--- config.mk ---
export PLATFORM = sky130hd
export DESIGN_NAME = clkdv_bcd_counter
export DESIGN_NICKNAME = d
export VERILOG_FILES = /design/src/rtl/clkdv_bcd_counter_pkg.sv /design/src/rtl/clkdv_sync_edge.sv /design/src/rtl/clkdv_bcd_counter.sv
export SDC_FILE = /design/constraint.sdc
export NUM_CORES = 1
export LEC_CHECK = 0
export ABC_CLOCK_PERIOD_IN_PS = 2300
export CAP_MARGIN = 10
export CORE_ASPECT_RATIO = 0.6
export CORE_MARGIN = 5
export CORE_UTILIZATION = 30
export CTS_BUF_LIST = sky130_fd_sc_hd__clkbuf_8
export DETAILED_ROUTE_END_ITERATION = 12
export GPL_TIMING_DRIVEN = 1
export MAX_ROUTING_LAYER = met4
export PLACE_DENSITY_LB_ADDON = 0.15
export SLEW_MARGIN = 20
export SYNTH_ARGS = -nofsm -noshare
export SYNTH_HDL_FRONTEND = slang
export SYNTH_SLANG_ARGS = --single-unit
--- constraint.sdc ---
create_clock -name CLKIN -period 2.3 [get_ports CLKIN]
set_input_delay 0.575 -clock CLKIN [delete_from_list [all_inputs] [get_ports CLKIN]]
set_output_delay 0.575 -clock CLKIN [all_outputs]
set_load 0.01 [all_outputs]
--- src/rtl/clkdv_bcd_counter_pkg.sv ---
// Shared BCD types and constants for consumers of the divided clock CLKDV.
// Default terminal value is 59 (minutes/seconds display).
package clkdv_bcd_counter_pkg;

    localparam int BCD_W        = 4;
    localparam int DEF_MAX_TENS = 5;
    localparam int DEF_MAX_ONES = 9;

    typedef logic [BCD_W-1:0] bcd_t;

    localparam bcd_t BCD_MAX = 4'd9;

    typedef struct packed {
        bcd_t tens;
        bcd_t ones;
    } bcd2_t;

    function automatic logic bcd_valid(input bcd2_t v);
        return (v.tens <= BCD_MAX) && (v.ones <= BCD_MAX);
    endfunction

    // Digit-wise magnitude compare; both operands are assumed to be valid BCD.
    function automatic logic bcd_gt(input bcd2_t a, input bcd2_t b);
        return (a.tens > b.tens) || ((a.tens == b.tens) && (a.ones > b.ones));
    endfunction

endpackage

--- src/rtl/clkdv_sync_edge.sv ---
// Synchronises an asynchronous level (CLKDV) and emits a registered one-cycle tick per rising edge.
// Latency: rise to tick high in SYNC_STAGES+1 clk edges; no backpressure (free-running enable).
module clkdv_sync_edge #(
    parameter int SYNC_STAGES = 2
) (
    input  logic clk,
    input  logic rst_n,
    input  logic clkdv,
    output logic tick
);

    logic [SYNC_STAGES-1:0] sync;
    logic [SYNC_STAGES-1:0] fill;
    logic                   prev;
    logic                   armed;
    logic                   s;

    assign s = sync[SYNC_STAGES-1];

    // The chain resets to 0, so a CLKDV already high at release would look like a rise.
    // Arming waits until the chain holds real samples and prev has seen one of them.
    always_ff @(posedge clk or negedge rst_n) begin
        if (!rst_n) begin
            sync  <= '0;
            fill  <= '0;
            prev  <= 1'b0;
            armed <= 1'b0;
            tick  <= 1'b0;
        end else begin
            sync  <= {sync[SYNC_STAGES-2:0], clkdv};
            fill  <= {fill[SYNC_STAGES-2:0], 1'b1};
            prev  <= s;
            armed <= fill[SYNC_STAGES-1];
            tick  <= s & ~prev & armed;
        end
    end

endmodule

--- src/rtl/clkdv_bcd_counter.sv ---
// Two-digit BCD modulo counter (00..MAX_TENS:MAX_ONES) advanced by ticks derived from CLKDV edges.
// Latency: digits/TC update on the edge after TICK or with LOAD; no backpressure, counts every enabled tick.
module clkdv_bcd_counter
    import clkdv_bcd_counter_pkg::*;
#(
    parameter int SYNC_STAGES = 2,
    parameter int MAX_TENS    = DEF_MAX_TENS,
    parameter int MAX_ONES    = DEF_MAX_ONES
) (
    input  logic             CLKIN,
    input  logic             RESETN,
    input  logic             CLKDV,
    input  logic             EN,
    input  logic             UP,
    input  logic             LOAD,
    input  logic [BCD_W-1:0] LD_TENS,
    input  logic [BCD_W-1:0] LD_ONES,
    output logic             TICK,
    output logic [BCD_W-1:0] TENS,
    output logic [BCD_W-1:0] ONES,
    output logic             TC
);

    localparam bcd2_t MAX_CNT  = {BCD_W'(MAX_TENS), BCD_W'(MAX_ONES)};
    localparam bcd2_t ZERO_CNT = '0;

    bcd2_t cnt;
    bcd2_t cnt_nxt;
    bcd2_t ld_val;
    logic  tc_nxt;

    clkdv_sync_edge #(
        .SYNC_STAGES(SYNC_STAGES)
    ) u_sync_edge (
        .clk  (CLKIN),
        .rst_n(RESETN),
        .clkdv(CLKDV),
        .tick (TICK)
    );

    assign ld_val = {LD_TENS, LD_ONES};

    // LOAD wins over a coincident tick; the tick is simply lost.
    always_comb begin
        cnt_nxt = cnt;
        tc_nxt  = 1'b0;
        if (LOAD) begin
            if (!bcd_valid(ld_val) || bcd_gt(ld_val, MAX_CNT)) begin
                cnt_nxt = MAX_CNT;
            end else begin
                cnt_nxt = ld_val;
            end
        end else if (TICK && EN) begin
            if (UP) begin
                if (cnt == MAX_CNT) begin
                    cnt_nxt = ZERO_CNT;
                    tc_nxt  = 1'b1;
                end else if (cnt.ones == BCD_MAX) begin
                    cnt_nxt.ones = '0;
                    cnt_nxt.tens = cnt.tens + 4'd1;
                end else begin
                    cnt_nxt.ones = cnt.ones + 4'd1;
                end
            end else begin
                if (cnt == ZERO_CNT) begin
                    cnt_nxt = MAX_CNT;
                    tc_nxt  = 1'b1;
                end else if (cnt.ones == '0) begin
                    cnt_nxt.ones = BCD_MAX;
                    cnt_nxt.tens = cnt.tens - 4'd1;
                end else begin
                    cnt_nxt.ones = cnt.ones - 4'd1;
                end
            end
        end
    end

    always_ff @(posedge CLKIN or negedge RESETN) begin
        if (!RESETN) begin
            cnt <= ZERO_CNT;
            TC  <= 1'b0;
        end else begin
            cnt <= cnt_nxt;
            TC  <= tc_nxt;
        end
    end

    assign TENS = cnt.tens;
    assign ONES = cnt.ones;

endmodule
==> metrics <==
Die X 88.1 µm; Skew-Pair Late Insertion Delay 250 ps; Max-slew headroom 0.617; global-route wire length before repair 4770 µm; Achievable Freq about 500 MHz; Gate power share 0.349; Mapped Cells 120; CTS resizes 0; Seq/Total Area, Yosys 0.365; Synth Register Bits 16; DRC Markers 0; hold buffers post-CTS 0; CP peak stage delay 620 ps; Commonest cells post-synth dfrtp_1, nand2_1, a21oi_1; CTS tree done; Crit. End Element output port; DIE HEIGHT 56.8 µm; sequential share of power 0.384; vias in the first global route 937; switching share of power 0.338; EDFF count, synth 0; Max Cap Violations 0; Switching Power about 320 µW; total core area 0.00359 mm²; leakage power 0.000602 µW; GP Congestion around 0.89; share of synthesized registers carrying an async set or reset 1.00; dpl ws 64.7 ps; wire per inst around 15 µm; Pins Over Slew Limit 0; largest net degree at the start of global routing 17; Inserted Diodes 0; cells along the critical path clkdlybuf4s50_1; Port Buffer Count 23; I/O pin count 24; Nets 171; Clock power frac 0.267; status finished clean; cts bufs inserted 3; most numerous cell in the Yosys netlist dfrtp_1; CP Buf/Inv Count 1; Crit Path Category flip-flop to output port; Worst Tran Pin Value 569 ps; VDD IR-drop max between 0.2 and 0.3 mV; Netlist cell types 41; slowest CP cell clkdlybuf4s50_1; GRT Residual Overflow 0; Worst EP required 1730 ps; initial antenna violation count 0; drt initial violations 142; root buffer cell clkbuf_8; clock-pin slew on the worst setup and hold paths 70 ps; row cnt 17; YS warnings 0; Main synth FF type dfrtp_1; final setup fails 0; CTS sink cnt 16; setup slack after layout 315 ps; Worst Path Arrival 1410 ps; Via density between 5 and 6; Fin. Hold Viols 0; cell class contributing the biggest share of worst-path delay buffers and inverters; Finished Cell Area 0.00147 mm²; post-CTS setup buffer count 0; Starting Density 0.305; Syn Std Cell Area 0.00110 mm²; Synth-to-Final Area Change 34.0%; post-layout min period 1990 ps; Global Route Usage Sum 0.125; Detailed Route WL 2930 µm; fill count 365; post-route ant nets 0; power per cell area 644 mW/mm²; worst min-delay path category flip-flop to flip-flop; Yosys top cell area share 0.365; Internal 627 µW; final worst-path cycle share 0.863; clock buffer depth 2; router iterations before antenna repair 4; placed instance area 0.00142 mm²; Worst Path Max Fanout 11; H-tree Lvls 1; setup_tns 0 ps; dpl hpwl 2340 µm; RSZ-0062 raised after global routing no; layout cells sized above 1 0.134; Startpoint Class flip-flop; Syn Nets 141; routed via count 1075; Worst Skew 9.41 ps; area leader, netlist dfrtp_1; top post-synthesis cells by area dfrtp_1, ha_1, a21oi_1; syn avg cell area 9.14 µm²; hold_ws ~350 ps; Die ar. 0.00501 mm²
## area by class of cell
cell class | instances | area [µm²] | share of cell area
Tap cell | 47 | 58.8 | 0.0400
Multi-Input combinational cell | 91 | 639 | 0.435
Sequential cell | 16 | 400 | 0.272
Timing Repair Buffer | 31 | 290 | 0.197
Clock buffer | 4 | 55.1 | 0.0374
Inverter | 7 | 26.3 | 0.0179
## cell families (layout without fill, tap and decap cells)
group	after synthesis	in the layout	share of synthesized area
AOI/OAI and AO/OA	40	40	0.277
adders and majority gates	7	7	0.0798
buffers and inverters	13	42	0.0524
DFF	16	16	0.365
other	1	1	0.00342
and+or+nand+nor	43	43	0.222
## path summary, 6_finish.rpt
kind | from | to | slack (ps) | cells after the start
worst max register to register | ONES[0] | TENS[0] | 400 | 6
max in group asynchronous | RESETN | ONES[1] | 1230 | 2
worst max-delay path | TENS[2] | TENS[2] | 310 | 1
worst min register to register | u_sync_edge.fill[1] | u_sync_edge.armed | 350 | 0
min in group asynchronous | RESETN | TC | 600 | 1
worst min-delay path | u_sync_edge.fill[1] | u_sync_edge.armed | 350 | 0
## per-stage QoR
step / power (µW) / cells / utilization
finish: 947 / 196 / 0.409
floorplan: 556 / 120 / -
global route: 1000 / 196 / 0.409
CTS: 951 / 196 / 0.409
detailed placement: 694 / 192 / 0.394
global placement: 695 / 192 / 0.394
## power groups by stage
stage	clock [µW]	sequential, µW	combinational [µW]
floorplan	0	360	196
global route	270	370	362
CTS	260	362	329
detailed placement	0	367	327
finish	253	364	330
global placement	0	367	327
## flip-flops by register name (all words and copies together) (netlist names)
name,count
ONES,4
TENS,4
u_sync_edge.fill,2
u_sync_edge.sync,2
TC,1
u_sync_edge.armed,1
u_sync_edge.prev,1
u_sync_edge.tick,1
## cells in the final DEF, fill, tap and decap left out, drive strengths merged, types with 2 or more instances in the layout
master and instances:
clkbuf 4, o31ai 5, nor3b 3, nor2 7, a22oi 4, nand3b 2, inv 7, and3b 2
clkdlybuf4s50 23, a211oi 4, ha 7, a21oi 8, buf 8, nand2 10, o21ai 4, a31oi 2
nor3 4, nor4 4, nand3 4, nand2b 3, a211o 2, o21a 2, dfrtp 16
## routing by layer
| metal | GRT usage | wire, µm | share of wire |
|---|---|---|---|
| met1 | 0.204 | 1530 | 0.52 |
| met2 | 0.152 | 1100 | 0.38 |
| met3 | 0.0308 | 285 | 0.097 |
| met4 | 0.0172 | 14 | 0.0048 |
| met5 | - | 0 | 0 |
Power figures use the tool's default switching activity.
